## src/rtl/fp_pkg.sv

```systemverilog
// Shared FP writeback types and constants: data width, register index width, writeback source tags.
// Latency: n/a (declarations only).
// Backpressure: n/a.
package fp_pkg;

    localparam int FLEN     = 32;
    localparam int REG_W    = 5;
    localparam int NUM_REGS = 32;

    typedef enum logic [1:0] {
        WB_NONE,
        WB_LD,
        WB_ALU,
        WB_FPU
    } wb_src_e;

endpackage

```

## src/rtl/fp_wb_fifo.sv

```systemverilog
// Small synchronous FIFO holding multi-cycle FPU results ({rd, data}) until they win the write port.
// Latency: an entry pushed at posedge N is visible at the head from cycle N+1.
// Backpressure: full flag is exported; a push while full is dropped here, so callers gate push with !full.
module fp_wb_fifo #(
    parameter int WIDTH = 37,
    parameter int DEPTH = 2
) (
    input  logic             clk,
    input  logic             rst_n,
    input  logic             push,
    input  logic [WIDTH-1:0] push_dat,
    input  logic             pop,
    output logic [WIDTH-1:0] head_dat,
    output logic             full,
    output logic             empty
);

    localparam int AW = $clog2(DEPTH);
    localparam logic [AW:0] PTR_ONE = 1;

    logic [WIDTH-1:0] mem [DEPTH];
    logic [AW:0]      wr_ptr;
    logic [AW:0]      rd_ptr;
    logic             do_push;
    logic             do_pop;

    // Extra pointer MSB distinguishes full from empty when the index bits match.
    assign empty    = (wr_ptr == rd_ptr);
    assign full     = (wr_ptr[AW] != rd_ptr[AW]) && (wr_ptr[AW-1:0] == rd_ptr[AW-1:0]);
    assign do_push  = push && !full;
    assign do_pop   = pop && !empty;
    assign head_dat = mem[rd_ptr[AW-1:0]];

    // Storage needs no reset: the pointers alone decide which entries are live.
    always_ff @(posedge clk) begin
        if (do_push) begin
            mem[wr_ptr[AW-1:0]] <= push_dat;
        end
    end

    // Pointer advance; reset empties the FIFO immediately.
    always_ff @(posedge clk or negedge rst_n) begin
        if (!rst_n) begin
            wr_ptr <= '0;
            rd_ptr <= '0;
        end else begin
            if (do_push) begin
                wr_ptr <= wr_ptr + PTR_ONE;
            end
            if (do_pop) begin
                rd_ptr <= rd_ptr + PTR_ONE;
            end
        end
    end

endmodule

```

## src/rtl/fp_writeback_arbiter.sv

```systemverilog
// Picks one FP result per cycle for the regfile write port (load > starved FPU head > ALU > FPU head).
// Latency: 1 cycle from transfer to wr_en_o for load/ALU; FPU results add >=1 cycle through the FIFO.
// Backpressure: load never stalls; ALU stalls behind load or a forced FPU head; FPU stalls when FIFO full.
module fp_writeback_arbiter #(
    parameter int FLEN         = fp_pkg::FLEN,
    parameter int FIFO_DEPTH   = 2,
    parameter int STARVE_LIMIT = 4
) (
    input  logic                       clk,
    input  logic                       rst_n,
    input  logic                       ld_valid,
    output logic                       ld_ready,
    input  logic [fp_pkg::REG_W-1:0]   ld_rd,
    input  logic [FLEN-1:0]            ld_data,
    input  logic                       alu_valid,
    output logic                       alu_ready,
    input  logic [fp_pkg::REG_W-1:0]   alu_rd,
    input  logic [FLEN-1:0]            alu_data,
    input  logic                       fpu_valid,
    output logic                       fpu_ready,
    input  logic [fp_pkg::REG_W-1:0]   fpu_rd,
    input  logic [FLEN-1:0]            fpu_data,
    input  logic                       issue_en,
    input  logic [fp_pkg::REG_W-1:0]   issue_rd,
    output logic [fp_pkg::NUM_REGS-1:0] busy_o,
    output logic                       wr_en_o,
    output logic [fp_pkg::REG_W-1:0]   wr_rd_o,
    output logic [FLEN-1:0]            wr_data_o
);

    import fp_pkg::*;

    localparam int ENTRY_W = FLEN + REG_W;
    localparam int CNT_W   = $clog2(STARVE_LIMIT + 1);
    localparam logic [CNT_W-1:0] STARVE_MAX = CNT_W'(STARVE_LIMIT);
    localparam logic [CNT_W-1:0] CNT_ONE    = 1;

    logic                fifo_push;
    logic                fifo_pop;
    logic                fifo_full;
    logic                fifo_empty;
    logic [ENTRY_W-1:0]  fifo_head_dat;
    logic [REG_W-1:0]    head_rd;
    logic [FLEN-1:0]     head_data;
    logic [CNT_W-1:0]    starve_cnt;
    logic                starve_force;
    wb_src_e             grant_src;
    logic                grant_vld;
    logic [REG_W-1:0]    grant_rd;
    logic [FLEN-1:0]     grant_dat;
    logic [NUM_REGS-1:0] busy_nxt;

    fp_wb_fifo #(
        .WIDTH (ENTRY_W),
        .DEPTH (FIFO_DEPTH)
    ) u_fifo (
        .clk      (clk),
        .rst_n    (rst_n),
        .push     (fifo_push),
        .push_dat ({fpu_rd, fpu_data}),
        .pop      (fifo_pop),
        .head_dat (fifo_head_dat),
        .full     (fifo_full),
        .empty    (fifo_empty)
    );

    assign {head_rd, head_data} = fifo_head_dat;

    // A head that has lost STARVE_LIMIT times outranks the ALU (but never the load).
    assign starve_force = !fifo_empty && (starve_cnt == STARVE_MAX);

    // Readiness is deliberately not bypassed on a same-cycle dequeue when full.
    assign ld_ready  = 1'b1;
    assign alu_ready = !ld_valid && !starve_force;
    assign fpu_ready = !fifo_full;
    assign fifo_push = fpu_valid && fpu_ready;
    assign fifo_pop  = (grant_src == WB_FPU);
    assign grant_vld = (grant_src != WB_NONE);

    // Fixed-priority grant selection and the winning {rd, data}.
    always_comb begin
        grant_src = WB_NONE;
        grant_rd  = '0;
        grant_dat = '0;
        if (ld_valid) begin
            grant_src = WB_LD;
            grant_rd  = ld_rd;
            grant_dat = ld_data;
        end else if (starve_force) begin
            grant_src = WB_FPU;
            grant_rd  = head_rd;
            grant_dat = head_data;
        end else if (alu_valid) begin
            grant_src = WB_ALU;
            grant_rd  = alu_rd;
            grant_dat = alu_data;
        end else if (!fifo_empty) begin
            grant_src = WB_FPU;
            grant_rd  = head_rd;
            grant_dat = head_data;
        end
    end

    // Count consecutive lost cycles of a waiting head; saturates so a load-blocked head stays forced.
    always_ff @(posedge clk or negedge rst_n) begin
        if (!rst_n) begin
            starve_cnt <= '0;
        end else if (fifo_empty || fifo_pop) begin
            starve_cnt <= '0;
        end else if (starve_cnt != STARVE_MAX) begin
            starve_cnt <= starve_cnt + CNT_ONE;
        end
    end

    // Registered write port; rd/data hold their last value on idle cycles.
    always_ff @(posedge clk or negedge rst_n) begin
        if (!rst_n) begin
            wr_en_o   <= 1'b0;
            wr_rd_o   <= '0;
            wr_data_o <= '0;
        end else begin
            wr_en_o <= grant_vld;
            if (grant_vld) begin
                wr_rd_o   <= grant_rd;
                wr_data_o <= grant_dat;
            end
        end
    end

    // Next pending-write mask: grant clears, issue sets, and the set is applied last so it wins.
    always_comb begin
        busy_nxt = busy_o;
        if (grant_vld) begin
            busy_nxt[grant_rd] = 1'b0;
        end
        if (issue_en) begin
            busy_nxt[issue_rd] = 1'b1;
        end
    end

    // Pending-write scoreboard register.
    always_ff @(posedge clk or negedge rst_n) begin
        if (!rst_n) begin
            busy_o <= '0;
        end else begin
            busy_o <= busy_nxt;
        end
    end

endmodule

```

## config.mk

```make
export PLATFORM = sky130hd
export DESIGN_NAME = fp_writeback_arbiter
export DESIGN_NICKNAME = d
export VERILOG_FILES = /design/src/rtl/fp_pkg.sv /design/src/rtl/fp_wb_fifo.sv /design/src/rtl/fp_writeback_arbiter.sv
export SDC_FILE = /design/constraint.sdc
export NUM_CORES = 1
export LEC_CHECK = 0
export ABC_AREA = 1
export CAP_MARGIN = 20
export CORE_MARGIN = 4
export CORE_UTILIZATION = 48
export DETAILED_ROUTE_END_ITERATION = 12
export PLACE_DENSITY = 0.89
export RECOVER_POWER = 100
export SLEW_MARGIN = 10
export SYNTH_ARGS = -nofsm -noshare
export SYNTH_HDL_FRONTEND = slang
export SYNTH_SLANG_ARGS = --single-unit
```

## constraint.sdc

```tcl
create_clock -name clk -period 3.68 [get_ports clk]
set_clock_uncertainty 0.1 [all_clocks]
set_input_delay 0.736 -clock clk [delete_from_list [all_inputs] [get_ports clk]]
set_output_delay 0.736 -clock clk [all_outputs]
set_load 0.02 [all_outputs]
```

### Word-level counts from Yosys, hierarchy flattened

Memories as Yosys holds them, arrays and structs flattened.
Cells that the tools add are included.

| operators by class | value |
|---|---|
| add/subtract/negate cells | 3 |
| magnitude comparators | 4 |
| equality and inequality tests | 6 |
| mux-type cells | 22 |
| bitwise operators | 3 |
| reductions and logical operators | 15 |

Operators by type and width:

| operator | number |
|---|---|
| $mux 32 | 6 |
| $and 32x32->32 | 1 |
| $not 32->32 | 1 |
| $or 32x32->32 | 1 |
| $mux 5 | 4 |
| $lt 5x6->1 const B | 2 |
| $demux 1 s5 | 2 |
| $ge 5x1->1 const B | 2 |
| $logic_and 1x1->1 | 8 |
| $mux 2 | 4 |
| $mux 3 | 2 |
| $add 2x1->2 const B | 2 |
| $logic_not 1->1 | 4 |
| $mux 1 | 4 |
| $reduce_bool 2->1 | 2 |
| $add 3x1->3 const B | 1 |
| $eq 3x3->1 const B | 1 |
| $ne 3x3->1 const B | 1 |
| $eq 2x2->1 | 1 |
| $eq 2x2->1 const B | 1 |
| $eq 1x1->1 | 1 |
| $logic_or 1x1->1 | 1 |
| $ne 1x1->1 | 1 |

| word-level totals | value |
|---|---|
| bits in registers | 77 |
| bits in writable memories | 74 |
| input bits | 122 |
| output and inout port bits | 73 |
| word-level logic and storage cells | 61 |
| memories | 1 |

Memory list:

| memory | depth | bits a word | rd ports | clocked after memory_dff | write ports | RTL line | text |
|---|---|---|---|---|---|---|---|
| u_fifo.mem | 2 | 37 | 1 | 0 | 1 | fp_wb_fifo.sv:21 | `logic [WIDTH-1:0] mem [DEPTH];` |

### Logic depth before layout (Yosys ltp)

| depth | value |
|---|---|
| depth after elaboration | 14 |
| gate-level depth with buffers | 13 |
| depth with buffers taken out | 13 |

### By module

A second synthesis with hierarchy kept.

| second synthesis, totals | value |
|---|---|
| cell total of the unflattened synthesis | 724 |
| area total of the unflattened synthesis | 6613.8 um^2 |

Modules (own cells, without submodules):

| module | times used | cells each | area an instance (um^2) | seq. area each (um^2) |
|---|---|---|---|---|
| fp_writeback_arbiter | 1 | 490 | 3666.0 | 1826.8 |
| fp_wb_fifo | 1 | 234 | 2947.8 | 2322.2 |

### Least setup slack after synthesis

Ideal clock, no wire load.

| timing | value |
|---|---|
| kind | reg-to-reg |
| start | register u_fifo.rd_ptr[0] |
| end | memory u_fifo.mem[1][0], enable pin |
| library setup time | 0.435 ns |
| arrival | 2.587 ns |
| data required time | 3.145 ns |
| slack | 0.558 ns |
| cell stages (with the launch flop) | 7 |
| buffers on the path | 0 |
| period minus slack after synthesis | 3.122 ns |
| cell sequence | dfrtp_1 -> inv_2 -> nand2_1 -> nand2_2 -> nand3_1 -> nand2_1 -> nor2_1 |

| between the ends | value |
|---|---|
| longest elaborated chain between the ends | 7 |

Ends and longest elaborated chain:

| what | RTL line | text |
|---|---|---|
| start, declared | fp_wb_fifo.sv:23 | `logic [AW:0] rd_ptr;` |
| start signal, assigned | fp_wb_fifo.sv:51 | `rd_ptr <= rd_ptr + PTR_ONE;` |
| $eq 1x1->1 * | fp_wb_fifo.sv:29 | `assign full = (wr_ptr[AW] != rd_ptr[AW]) && (wr_ptr[AW-1:0] == rd_ptr[AW-1:0]);` |
| $logic_and 1x1->1 * | fp_wb_fifo.sv:29 |  |
| $logic_not 1->1 * | fp_writeback_arbiter.sv:75 | `assign fpu_ready = !fifo_full;` |
| net fpu_ready | fp_writeback_arbiter.sv:20 | `output logic fpu_ready,` |
| $logic_and 1x1->1 | fp_writeback_arbiter.sv:76 | `assign fifo_push = fpu_valid && fpu_ready;` |
| $logic_and 1x1->1 * | fp_wb_fifo.sv:30 | `assign do_push = push && !full;` |
| $mux 1 * | fp_wb_fifo.sv:36 | `if (do_push) begin` |
| $mux 1 (not written as such) * | fp_wb_fifo.sv:37 | `mem[wr_ptr[AW-1:0]] <= push_dat;` |
| end, declared | fp_wb_fifo.sv:21 |  |

Mark *: on every way through the listed nets, which the timed path passes. The rest lies on a longest branch.

### Worst setup path after layout

| timing | value |
|---|---|
| start | register u_fifo.rd_ptr[0] |
| end | output alu_ready |

| between the ends | value |
|---|---|
| longest elaborated chain between the ends | 5 |

Ends and longest elaborated chain:

| what | RTL line | text |
|---|---|---|
| $eq 2x2->1 | fp_wb_fifo.sv:28 | `assign empty = (wr_ptr == rd_ptr);` |
| $logic_not 1->1 | fp_writeback_arbiter.sv:70 | `assign starve_force = !fifo_empty && (starve_cnt == STARVE_MAX);` |
| $logic_and 1x1->1 | fp_writeback_arbiter.sv:70 |  |
| $logic_not 1->1 | fp_writeback_arbiter.sv:74 | `assign alu_ready = !ld_valid && !starve_force;` |
| $logic_and 1x1->1 | fp_writeback_arbiter.sv:74 |  |
| end, declared | fp_writeback_arbiter.sv:16 | `output logic alu_ready,` |

No other way between the ends.

==> results.yml <==
floorplan:
  num_io_pins: 195
  die_w_um: 125
  die_h_um: 125
  initial_core_util_pct: 49.5
  design.core.area_sq_um: 13300
  row_count: 42
  dieArea_sq_um: 15700
placement:
  portBuffers: 193
  post-dp-hpwl_mm: 13.2
  place_area_sq_um: 8730
  placed_cells: 1019
  gp_congestion: 0.934
clock_network:
  root_buffer: "clkbuf_16"
  clk_pin_slew_ns: 0.07
  hold_buffers: 0
  clk_path_buf_depth: 2
  cts_max_level: 4
  clk_latency_ns: 0.42
  post_cts_resized: 0
  clkSinkCount: 151
  cts_tree: "yes"
  cts_setup_buffers: 0
  cts_buffers: 17
logic_synthesis:
  syn_nets: 792
  yosysWarnings: 0
  ys_types: 35
  async_flop_share_pct: 51.0
  synth-seq-area-share_pct: 62.8
  synth-main-ff-cell: "dfrtp_1"
  avgSynthCellArea_sq_um: 9.89
  netlist_instances: 668
  synth_edf_count: 74
  syn_area_sq_um: 6610
  synth_seq_cells: 151
timing:
  slew_viol_final: 65
  fin_crit_sh_pct: 88.3
  rsz0062_at_grt: "false"
  clock.fmax_mhz: 308
  fin_crit_ns: 3.25
  hold_violations: 0
  worst_hold_slack_ns: 0.259
  setup_viol: 0
  slew_headroom_pct: -9.85
  tightest_slew_ns: 1.65
  setup-tns-final_ns: 0
detailed_routing:
  drt_pass1_iterations: 8
  ant_nets: 0
  via_count: 5733
  dr.first_iter.drc_count: 454
  vias_per_cell: 5.43
  drcViolationCount: 0
  wl_per_cell_um: 18.3
  wl_mm: 19.4
setup_path:
  crit_buf_inv: 3
  path_delay_family: "buffers and inverters"
  crit_path_end_kind: "output port"
  r2r_slack_ns: 0.58
  critPathMaxFanout: 11
  ff2ff_path_depth: 7
  critical_path_depth: 8
  cp_slowest_cell: "dlygate4sd3_1"
  arrival_ns: 2.42
  path_class: "register to output port"
  max_stage_delay_ns: 0.64
  critPathLaunchType: "register"
  required_ns: 2.84
  crit_path_cell_trace: "clkinv_1, nand2_1, nand2_1, nand2_4, nand2_4, nand2_2, inv_1, dlygate4sd3_1"
layout:
  area_growth_pct: 40.1
  final_cell_area_sq_um: 9260
  nFillCells: 1018
  final_common_cell: "nand2_1"
  stdcell_count: 1055
  finalNetCount: 987
  drive_above_1_share_pct: 6.85
  layout_common_cells: "nand2_1, dlygate4sd3_1, clkdlybuf4s50_1"
hold_path:
  hold_path.class: "input pin to async pin"
outcome:
  status: "complete, but fails checks"
  violations: "max-capacitance violations, max-slew violations"
global_route:
  overflow: 0
  grt_max_degree: 78
  grt_use_total_pct: 24.5
  grt_pass1_vias: 5838
  grt_pass1_wl_mm: 30.2
  antenna_found_initial: 4
power:
  leakage_nw: 4.02
  ir_drop_mv: 0.347
  power.density_nw_per_um2: 763
flow_run:
  maxCapViolations: 1
cell type report:
type | instances | area [sq um] | share of cell area [%]
tap | 176 | 220 | 2.38
antenna | 3 | 7.51 | 0.0811
inverter | 28 | 105 | 1.14
sequential | 151 | 4150 | 44.8
clock buffer | 18 | 439 | 4.74
multi-input combinational | 461 | 2150 | 23.2
clock inverter | 14 | 195 | 2.11
timing repair buffer | 204 | 1990 | 21.5
final timing paths:
kind,from,to
worst max-delay path,u_fifo.rd_ptr[0],alu_ready
worst min-delay path,rst_n,wr_data_o[23]
worst max register to register,u_fifo.rd_ptr[0],u_fifo.mem[0][26]
worst min register to register,busy_o[29],busy_o[29]
max in group asynchronous,rst_n,wr_data_o[11]
min in group clk,busy_o[29],busy_o[29]
layer usage:
| metal | vias up | wire length, um | track usage, % |
|---|---|---|---|
| met3 | 55 | 1810 | 7.51 |
| li1 | 2680 | - | - |
| met2 | 297 | 9840 | 42.6 |
| met5 | - | 13 | 0 |
| met1 | 2699 | 7060 | 28.0 |
| met4 | 2 | 626 | 10.8 |
report_power, final:
group	switching [W]	internal (W)	total, W
sequential	0.000296	0.00241	0.00270
clock	0.000692	0.00116	0.00185
combinational	0.00160	0.000913	0.00251
cells by family (layout without fill, tap and decap cells):
logic type / after synthesis / after routing / synth area share [%]
AO/OA/AOI/OAI: 87 / 87 / 8.14
XOR/XNOR: 4 / 4 / 0.530
adder cells (fa/ha/maj): 2 / 2 / 0.379
buffers and inverters: 56 / 264 / 3.88
flip-flops: 151 / 151 / 62.8
multiplexers: 1 / 1 / 0.151
other: 1 / 4 / 0.0568
AND/OR/NAND/NOR: 366 / 366 / 24.1
cells in the mapped netlist (6+ instances only):
master	count	share of area (%)
nor2_1	40	2.3
buf_4	10	1.1
clkbuf_1	10	0.57
a21oi_1	17	1.3
edfxtp_1	74	34
a31oi_1	39	3.7
nand3_1	29	2.2
nand2_2	9	0.85
o21ai_0	9	0.68
inv_1	22	1.2
dfrtp_1	77	29
nand4_1	7	0.66
nor2_4	7	1.2
a32oi_1	11	1.5
inv_2	6	0.34
nor3_1	9	0.68
nand2_1	251	14
buf_2	7	0.53
worst register-to-register path, stage by stage (launching register included):
cell and delay [ns]:
dfrtp_1 0.62, clkinv_1 0.16, nand2_1 0.08, nand2_1 0.09, nand3_1 0.13, nand2_1 0.15
nor2_4 0.49, dlymetal6s2s_1 0.88
per-stage QoR:
step	total power [W]	setup slack, ns	util [%]
global placement	0.00535	0.840	65.4
floorplan	0.00414	0.558	-
detailed placement	0.00544	0.706	65.4
global route	0.00743	0.298	69.3
CTS	0.00731	0.560	70.1
finish	0.00706	0.429	69.3
state kept, by name, summed over array words and instances (netlist names):
signal / cells
u_fifo.mem: 74
busy_o: 32
wr_data_o: 32
wr_rd_o: 5
starve_cnt: 3
u_fifo.rd_ptr: 2
u_fifo.wr_ptr: 2
wr_en_o: 1
(Power assumes the default switching activity.)
